===== config.mk =====
export PLATFORM = sky130hd
export DESIGN_NAME = approx_mul_arbiter
export DESIGN_NICKNAME = d
export VERILOG_FILES = /design/src/rtl/approx_mul_arbiter_pkg.sv /design/src/rtl/approx_mul_arbiter_mul8u.sv /design/src/rtl/approx_mul_arbiter.sv
export SDC_FILE = /design/constraint.sdc
export NUM_CORES = 1
export LEC_CHECK = 0
export ABC_AREA = 0
export CORE_ASPECT_RATIO = 2
export CORE_MARGIN = 2
export CORE_UTILIZATION = 47
export CTS_BUF_LIST = sky130_fd_sc_hd__clkbuf_4 sky130_fd_sc_hd__clkbuf_8
export DETAILED_ROUTE_END_ITERATION = 6
export PLACE_DENSITY = 0.8
export REMOVE_ABC_BUFFERS = 1
export SYNTH_ARGS = -nofsm -noshare
export SYNTH_HDL_FRONTEND = slang
export SYNTH_SLANG_ARGS = --single-unit

===== constraint.sdc =====
create_clock -name clk -period 9.1 [get_ports clk]
set_input_delay 0.91 -clock clk [delete_from_list [all_inputs] [get_ports clk]]
set_output_delay 0.91 -clock clk [all_outputs]
set_load 0.02 [all_outputs]

===== src/rtl/approx_mul_arbiter_pkg.sv =====
// Shared widths, stage entry type and partial-product mask helper for the
// approximate-multiplier arbiter.
package approx_mul_arbiter_pkg;

    localparam int OPND_W      = 8;
    localparam int PROD_W      = 16;
    localparam int NUM_REQ_DEF = 4;
    localparam int MAX_ID_W    = 3;
    // Partial products whose column weight (i+j) is below this are dropped
    localparam int TRUNC_COLS  = 4;

    typedef struct packed {
        logic [OPND_W-1:0]   x;
        logic [OPND_W-1:0]   y;
        logic [MAX_ID_W-1:0] id;
    } stage_entry_t;

    function automatic logic [OPND_W-1:0] row_mask(input int row);
        logic [OPND_W-1:0] m;
        for (int i = 0; i < OPND_W; i++) begin
            m[i] = ((i + row) >= TRUNC_COLS) ? 1'b1 : 1'b0;
        end
        return m;
    endfunction

endpackage


===== src/rtl/approx_mul_arbiter_mul8u.sv =====
// Purely combinational 8x8 unsigned truncated multiplier: partial-product bits
// in the lowest TRUNC_COLS columns are discarded.
module approx_mul8u
    import approx_mul_arbiter_pkg::*;
(
    input  logic [OPND_W-1:0] x,
    input  logic [OPND_W-1:0] y,
    output logic [PROD_W-1:0] z
);

    logic [PROD_W-1:0] acc_s;

    // Accumulate masked rows of the partial-product array
    always_comb begin
        acc_s = {PROD_W{1'b0}};
        for (int j = 0; j < OPND_W; j++) begin
            if (y[j]) begin
                acc_s = acc_s + (PROD_W'(x & row_mask(j)) << j);
            end else begin
                acc_s = acc_s;
            end
        end
    end

    assign z = acc_s;

endmodule


===== src/rtl/approx_mul_arbiter.sv =====
// Round-robin arbiter feeding one shared approximate multiplier.
// Define APPROX_MUL_ARBITER_PIPE_EN to add an elastic operand stage (latency 2).
module approx_mul_arbiter
    import approx_mul_arbiter_pkg::*;
#(
    parameter int NUM_REQ = NUM_REQ_DEF,
    parameter int ID_W    = $clog2(NUM_REQ)
)
(
    input  logic                      clk,
    input  logic                      rst_n,
    input  logic [NUM_REQ-1:0]        req_valid,
    output logic [NUM_REQ-1:0]        req_ready,
    input  logic [NUM_REQ*OPND_W-1:0] req_x,
    input  logic [NUM_REQ*OPND_W-1:0] req_y,
    output logic                      out_valid,
    input  logic                      out_ready,
    output logic [PROD_W-1:0]         out_z,
    output logic [ID_W-1:0]           out_id,
    output logic                      busy
);

    logic [ID_W-1:0]   last_grant_r, last_grant_nxt_s;
    logic              out_valid_r, out_valid_nxt_s;
    logic [PROD_W-1:0] out_z_r, out_z_nxt_s;
    logic [ID_W-1:0]   out_id_r, out_id_nxt_s;
    logic              busy_r, busy_nxt_s;

    logic [ID_W-1:0]   gnt_idx_s;
    logic              gnt_found_s;
    logic [OPND_W-1:0] gnt_x_s, gnt_y_s;
    logic              result_can_s, issue_can_s, accept_s;
    stage_entry_t      core_in_s;
    logic              core_valid_s;
    logic [PROD_W-1:0] core_z_s;
    int                cand_s;

    // Round-robin search starting just after the last accepted requester
    always_comb begin
        gnt_found_s = 1'b0;
        gnt_idx_s   = last_grant_r;
        cand_s      = 0;
        for (int k = 1; k <= NUM_REQ; k++) begin
            cand_s = int'(last_grant_r) + k;
            if (cand_s >= NUM_REQ) begin
                cand_s = cand_s - NUM_REQ;
            end else begin
                cand_s = cand_s;
            end
            if (!gnt_found_s && req_valid[cand_s]) begin
                gnt_found_s = 1'b1;
                gnt_idx_s   = ID_W'(cand_s);
            end else begin
                gnt_found_s = gnt_found_s;
            end
        end
    end

    // Operand mux for the winner and the one-hot ready vector
    always_comb begin
        gnt_x_s   = {OPND_W{1'b0}};
        gnt_y_s   = {OPND_W{1'b0}};
        req_ready = {NUM_REQ{1'b0}};
        for (int i = 0; i < NUM_REQ; i++) begin
            if (gnt_idx_s == ID_W'(i)) begin
                gnt_x_s = req_x[i*OPND_W +: OPND_W];
                gnt_y_s = req_y[i*OPND_W +: OPND_W];
            end else begin
                gnt_x_s = gnt_x_s;
                gnt_y_s = gnt_y_s;
            end
            req_ready[i] = accept_s && (gnt_idx_s == ID_W'(i));
        end
    end

    assign result_can_s = !out_valid_r || out_ready;
    // Reset gating keeps ready low while rst_n is held
    assign accept_s     = rst_n && gnt_found_s && issue_can_s;

`ifdef APPROX_MUL_ARBITER_PIPE_EN
    logic         op_valid_r, op_valid_nxt_s;
    stage_entry_t op_r, op_nxt_s;

    assign issue_can_s  = !op_valid_r || result_can_s;
    assign core_in_s    = op_r;
    assign core_valid_s = op_valid_r;

    // Operand stage next state: load on accept, hold while the result stage is stalled
    always_comb begin
        op_valid_nxt_s = op_valid_r;
        op_nxt_s       = op_r;
        if (issue_can_s) begin
            op_valid_nxt_s = accept_s;
            if (accept_s) begin
                op_nxt_s = '{x: gnt_x_s, y: gnt_y_s, id: MAX_ID_W'(gnt_idx_s)};
            end else begin
                op_nxt_s = op_r;
            end
        end else begin
            op_valid_nxt_s = op_valid_r;
            op_nxt_s       = op_r;
        end
    end

    // Operand stage register
    always_ff @(posedge clk or negedge rst_n) begin
        if (!rst_n) begin
            op_valid_r <= 1'b0;
            op_r       <= '0;
        end else begin
            op_valid_r <= op_valid_nxt_s;
            op_r       <= op_nxt_s;
        end
    end

    assign busy_nxt_s = out_valid_nxt_s | op_valid_nxt_s;
`else
    assign issue_can_s  = result_can_s;
    assign core_in_s    = '{x: gnt_x_s, y: gnt_y_s, id: MAX_ID_W'(gnt_idx_s)};
    assign core_valid_s = accept_s;
    assign busy_nxt_s   = out_valid_nxt_s;
`endif

    approx_mul8u u_core (
        .x (core_in_s.x),
        .y (core_in_s.y),
        .z (core_z_s)
    );

    // Result stage and pointer next state
    always_comb begin
        last_grant_nxt_s = last_grant_r;
        out_valid_nxt_s  = out_valid_r;
        out_z_nxt_s      = out_z_r;
        out_id_nxt_s     = out_id_r;
        if (accept_s) begin
            last_grant_nxt_s = gnt_idx_s;
        end else begin
            last_grant_nxt_s = last_grant_r;
        end
        if (result_can_s) begin
            out_valid_nxt_s = core_valid_s;
            if (core_valid_s) begin
                out_z_nxt_s  = core_z_s;
                out_id_nxt_s = ID_W'(core_in_s.id);
            end else begin
                out_z_nxt_s  = out_z_r;
                out_id_nxt_s = out_id_r;
            end
        end else begin
            out_valid_nxt_s = out_valid_r;
        end
    end

    // Result, pointer and busy registers
    always_ff @(posedge clk or negedge rst_n) begin
        if (!rst_n) begin
            last_grant_r <= ID_W'(NUM_REQ - 1);
            out_valid_r  <= 1'b0;
            out_z_r      <= {PROD_W{1'b0}};
            out_id_r     <= {ID_W{1'b0}};
            busy_r       <= 1'b0;
        end else begin
            last_grant_r <= last_grant_nxt_s;
            out_valid_r  <= out_valid_nxt_s;
            out_z_r      <= out_z_nxt_s;
            out_id_r     <= out_id_nxt_s;
            busy_r       <= busy_nxt_s;
        end
    end

    assign out_valid = out_valid_r;
    assign out_z     = out_z_r;
    assign out_id    = out_id_r;
    assign busy      = busy_r;

endmodule


**Yosys cells after proc, flatten, opt, wreduce, memory -nomap -nowiden**

Cells that the tools add are included.

- Mux-type cells: 40
- Equal/unequal tests: 3
- Reduce and logical (&&, ||, !) cells: 16
- $add $sub $neg: 15
- $lt $le $gt $ge: 8

Operators with widths:

| operator | number |
|---|---|
| $lt A32 B4 Y1 const B | 4 |
| $mux W32 | 4 |
| $mux W16 | 7 |
| $mux W8 | 9 |
| $add A16 B10 Y16 | 1 |
| $add A16 B11 Y16 | 1 |
| $add A16 B12 Y16 | 1 |
| $add A16 B13 Y16 | 1 |
| $add A16 B14 Y16 | 1 |
| $add A16 B15 Y16 | 1 |
| $add A16 B9 Y16 | 1 |
| $mux W1 | 12 |
| $sub A3 B3 Y4 const B | 3 |
| $ge A3 B3 Y1 const B | 3 |
| $logic_and A1 B1 Y1 | 9 |
| $bmux W1 S2 | 4 |
| $mux W2 | 4 |
| $add A2 B2 Y3 const B | 2 |
| $sub A4 B3 Y5 const B | 1 |
| $add A2 B3 Y4 const B | 1 |
| $eq A2 B2 Y1 const B | 2 |
| $ge A4 B3 Y1 const B | 1 |
| $logic_not A1 Y1 | 4 |
| $add A2 B1 Y3 const B | 1 |
| 4 further kinds | 4 |

- Flip-flop bits (word level): 21
- Input bits: 71
- Output and inout port bits: 24
- Word-level logic and storage cells: 86

**Longest topological paths before layout**

- Depth after elaboration: 36
- Mapped depth: 55
- Mapped depth without buffers: 53

**Hierarchy**

A second synthesis with hierarchy kept.

- Cells, all modules: 536
- Area total of the unflattened synthesis: 4334.2 um2

By module, submodules not included:

| module | times used | sequential area each (um2) | area each (um2) | cells each |
|---|---|---|---|---|
| approx_mul8u | 1 | 0.0 | 2912.8 | 394 |
| approx_mul_arbiter | 1 | 528.0 | 1421.4 | 142 |

**Least setup slack after synthesis**

OpenSTA, ideal clock, no wires.

- Path type: input -> register
- Start: input port req_valid[3]
- End: register out_z_r[15] (netlist: out_z[15])
- Path slack: -0.240 ns
- Path buffers: 1
- Setup time: 0.136 ns
- Data arrival time: 9.204 ns
- Data required time: 8.964 ns
- Stages on the path: 47
- Cell sequence: and2b_1 > o21ai_1 > and3_4 > buf_6 > mux4_2 > and2_1 > ha_1 > fa_1 > and2_0 > or2_1 > inv_1 > fa_1 > nand2_1 > o21a_1 > inv_2 > fa_1 > nor2b_1 > nor2_1 > [... 11 more ...] > or3_1 > o311ai_2 > ha_1 > o21ai_0 > a21oi_1 > o21a_1 > nor2_1 > xnor2_1 > nor2_1 > a31oi_1 > ha_1 > inv_1 > nor2_1 > nor2_1 > nor2b_1 > o21a_1 > o21ai_0 > o21ai_0

- Cells in the longest elaborated chain, start to end: 33
- Elaborated cells between the ends (all ways): 56
- Those cells by class: add/sub (7); eq/ne (3); mux (36); reduce/logical (10)

Ends and longest elaborated chain:

| what | line | source |
|---|---|---|
| from (decl) | approx_mul_arbiter.sv:12 | `input logic [NUM_REQ-1:0] req_valid,` |
| $bmux W1 S2 | approx_mul_arbiter.sv:50 | `if (!gnt_found_s && req_valid[cand_s]) begin` |
| $mux W1 (not written as such) (2 in series) | approx_mul_arbiter.sv:50 |  |
| $mux W1 | approx_mul_arbiter.sv:50 |  |
| $logic_not A1 Y1 | approx_mul_arbiter.sv:50 |  |
| $logic_and A1 B1 Y1 | approx_mul_arbiter.sv:50 |  |
| $mux W1 | approx_mul_arbiter.sv:50 |  |
| $logic_not A1 Y1 | approx_mul_arbiter.sv:50 |  |
| $logic_and A1 B1 Y1 | approx_mul_arbiter.sv:50 |  |
| [... 16 more ...] | - |  |
| $add A16 B12 Y16 | approx_mul_arbiter_mul8u.sv:18 | `acc_s = acc_s + (PROD_W'(x & row_mask(j)) << j);` |
| $mux W16 | approx_mul_arbiter_mul8u.sv:17 | `if (y[j]) begin` |
| $add A16 B13 Y16 | approx_mul_arbiter_mul8u.sv:18 |  |
| $mux W16 | approx_mul_arbiter_mul8u.sv:17 |  |
| $add A16 B14 Y16 | approx_mul_arbiter_mul8u.sv:18 |  |
| $mux W16 | approx_mul_arbiter_mul8u.sv:17 |  |
| $add A16 B15 Y16 | approx_mul_arbiter_mul8u.sv:18 |  |
| $mux W16 | approx_mul_arbiter_mul8u.sv:17 |  |
| to (signal assigned) | approx_mul_arbiter.sv:160 | `out_z_r <= {PROD_W{1'b0}};` |
| to (signal assigned) | approx_mul_arbiter.sv:166 | `out_z_r <= out_z_nxt_s;` |
| to (decl) | approx_mul_arbiter.sv:25 | `logic [PROD_W-1:0] out_z_r, out_z_nxt_s;` |

Parallel ways exist; a longest one is shown, timed or not. The select of a mux whose other input is x is not followed.
A chain may end at the register's enable or synchronous reset.

**Worst setup path after layout**

- Start: input port req_valid[3]
- End: register out_z_r[14] (netlist: out_z[14])

The elaborated chain is that of the path after synthesis.

==> metrics.yaml <==
clk_latency_ns: 0.26
antenna_cells: 0
multi_input_area_mm2: 0.00389
htreeDepth: 1
die_y_um: 131
dieArea_mm2: 0.00889
grt_first_pass_wirelength_um: 25000
ys_warn_count: 0
min_period_ns: 9.83
start_util_pct: 48.3
hold_viol_final: 0
wl_um: 18800
routed-wl-met3_um: 1240
critPathTopFamily: "compound AO/OA/AOI/OAI gates"
synth_edf_count: 0
worst_slack_ns: -0.726
ant_nets: 0
violations: "setup timing"
post-dp-hpwl_um: 10500
io_pins: 95
path_max_fanout: 4
setup_viol: 7
drt_first_pass_iters: 5
critPathRequiredTime_ns: 9.22
grt_pass1_vias: 5281
syn_area_mm2: 0.00381
cts.path.max_buffers: 2
status: "finished, violations left"
finalCritPeriodShare_pct: 108
grt_overflow: 0
place.gp.congestion: 0.946
postSynth.asyncResetShare_pct: 100
route.detailed.drc: 0
seqCellArea_um2: 428
dp.cells: 746
drtIter0Drc: 521
portBuffers: 90
seq_area_frac_synth_pct: 11.2
maxSlewHeadroom_pct: 20.3
core_mm2: 0.00789
synth_flop_cell: "dfrtp_1"
fmax_ghz: 0.102
cpMostUsedCell: "nor2_1"
skew_ns: 0.00566
root_buffer: "clkbuf_8"
cts_buffers: 3
antenna_found_initial: 0
finalNonFillerCells: 800
placementRows: 46
final_cell_mix: "buf_4 (131), clkdlybuf4s50_1 (86), nor2_1 (45), inv_1 (34), nand2_1 (32)"
wl_met2_um: 9700
cts_tree: "yes"
top_layer_used: "met4"
clkSlewWorstSetupHoldPaths_ns: 0.07
track_usage_pct: 36.8
worst_pin_slew_ns: 1.19
maxCapViolations: 0
syn_area_per_cell_um2: 7.79
finalNetCount: 832
crit_type: "input pin to flip-flop"
final_common_cell: "buf_4"
post_drt_wl_per_cell_um: 23.5
slew_viol_final: 0
cp_num_buf_inv: 4
critical_path.max_stage_delay_ns: 0.55
rsz0062_at_grt: "true"
area_delta_synth_final_pct: 73.6
drive_gt1_share_pct: 42.3
fp.dieW_um: 67.7
synth.distinct_cells: 62
holdWs_ns: 0.500
cts_hold_buf: 0
synthCells: 489
wl_met1_um: 5880
end_kind: "flip-flop"
fillCellCount: 413
cp-start-kind: "input pin"
cts_sinks: 17
crit_slowest_cell: "mux4_2"
ys_ff_latch: 17
vias: 5179
via_per_inst: 6.47
fin_tns_setup_ns: -3.37
hold_class: "flip-flop to flip-flop"
grt_start_max_net_pins: 22
crit_arrival_ns: 9.95
[cells by family (layout without fill, tap and decap cells)]
kind of cell | Yosys count | count (layout) | synth area share (%)
AOI/OAI and AO/OA | 135 | 135 | 22.7
xor gates and xnor gates | 27 | 27 | 6.21
adders and majority gates | 57 | 57 | 20.0
buffers and inverters | 65 | 277 | 7.39
DFF | 17 | 17 | 11.2
muxes | 35 | 35 | 13.1
other | 1 | 4 | 0.0984
and+or+nand+nor | 152 | 152 | 19.2
[final cells by class]
type                       instances  area share (%)
clock buffer                       3           0.624
clock inverter                     1          0.0757
inverter                          44            2.50
multi-input combinational        410            58.8
sequential                        17            6.47
tap                               96            1.82
timing repair buffer             229            29.7
[routing by layer]
layer,vias up,track usage [%]
met5,-,0
met2,409,65.8
li1,2156,-
met4,0,28.2
met3,186,6.34
met1,2428,34.2
[synth_stat cells (12+ instances only)]
library cell,instances,area share (%)
mux2i_1,14,3.7
nand3_1,13,1.7
nand2_1,35,3.4
inv_1,43,4.2
o21ai_0,32,4.2
nor2_1,51,5.0
xnor2_1,19,4.4
a21oi_1,39,5.1
ha_1,49,16
nor2b_1,15,2.5
o21a_1,12,2.4
dfrtp_1,15,9.9
[through the flow]
stage / cell area [um2] / setup WS [ns] / util (%)
floorplan: 3700 / -0.397 / -
global placement: 5390 / -0.941 / 68.4
detailed placement: 5390 / -1.34 / 68.4
CTS: 6160 / 0.00133 / 78.1
global route: 6610 / -0.975 / 83.9
finish: 6610 / -0.726 / 83.9
[registers in the layout, summed over array words and instances, names as in the netlist]
signal,count
last_grant_r,2
out_z,12
out_id,2
busy,1
[final timing paths]
path                       slack (ns)  cells past startpoint                           to                   startpoint
setup / recovery                -0.73                     49        out_z[14]$_DFFE_PN0P_                 req_valid[3]
hold / removal                   0.50                      1        out_id[1]$_DFFE_PN0P_        out_id[1]$_DFFE_PN0P_
setup reg to reg                -0.56                     48        out_z[14]$_DFFE_PN0P_  last_grant_r[0]$_DFFE_PN1P_
hold reg to reg                  0.50                      1        out_id[1]$_DFFE_PN0P_        out_id[1]$_DFFE_PN0P_
max in group asynchronous        7.85                      2  last_grant_r[0]$_DFFE_PN1P_                        rst_n
min in group asynchronous        0.98                      2        out_z[11]$_DFFE_PN0P_                        rst_n
[what timing repair did]
| action | 4_1_cts | 5_1_grt |
|---|---|---|
| pin swaps | 69 | 50 |
| resized for setup | 124 | 72 |
| endpoints found under the setup margin | 7 | 7 |
| setup buffers | 38 | 12 |
| hold endpoints to repair | 0 | 0 |
Power is not shown: default switching activity piles up to over one toggle a cycle in this logic, so the estimate is an artifact.
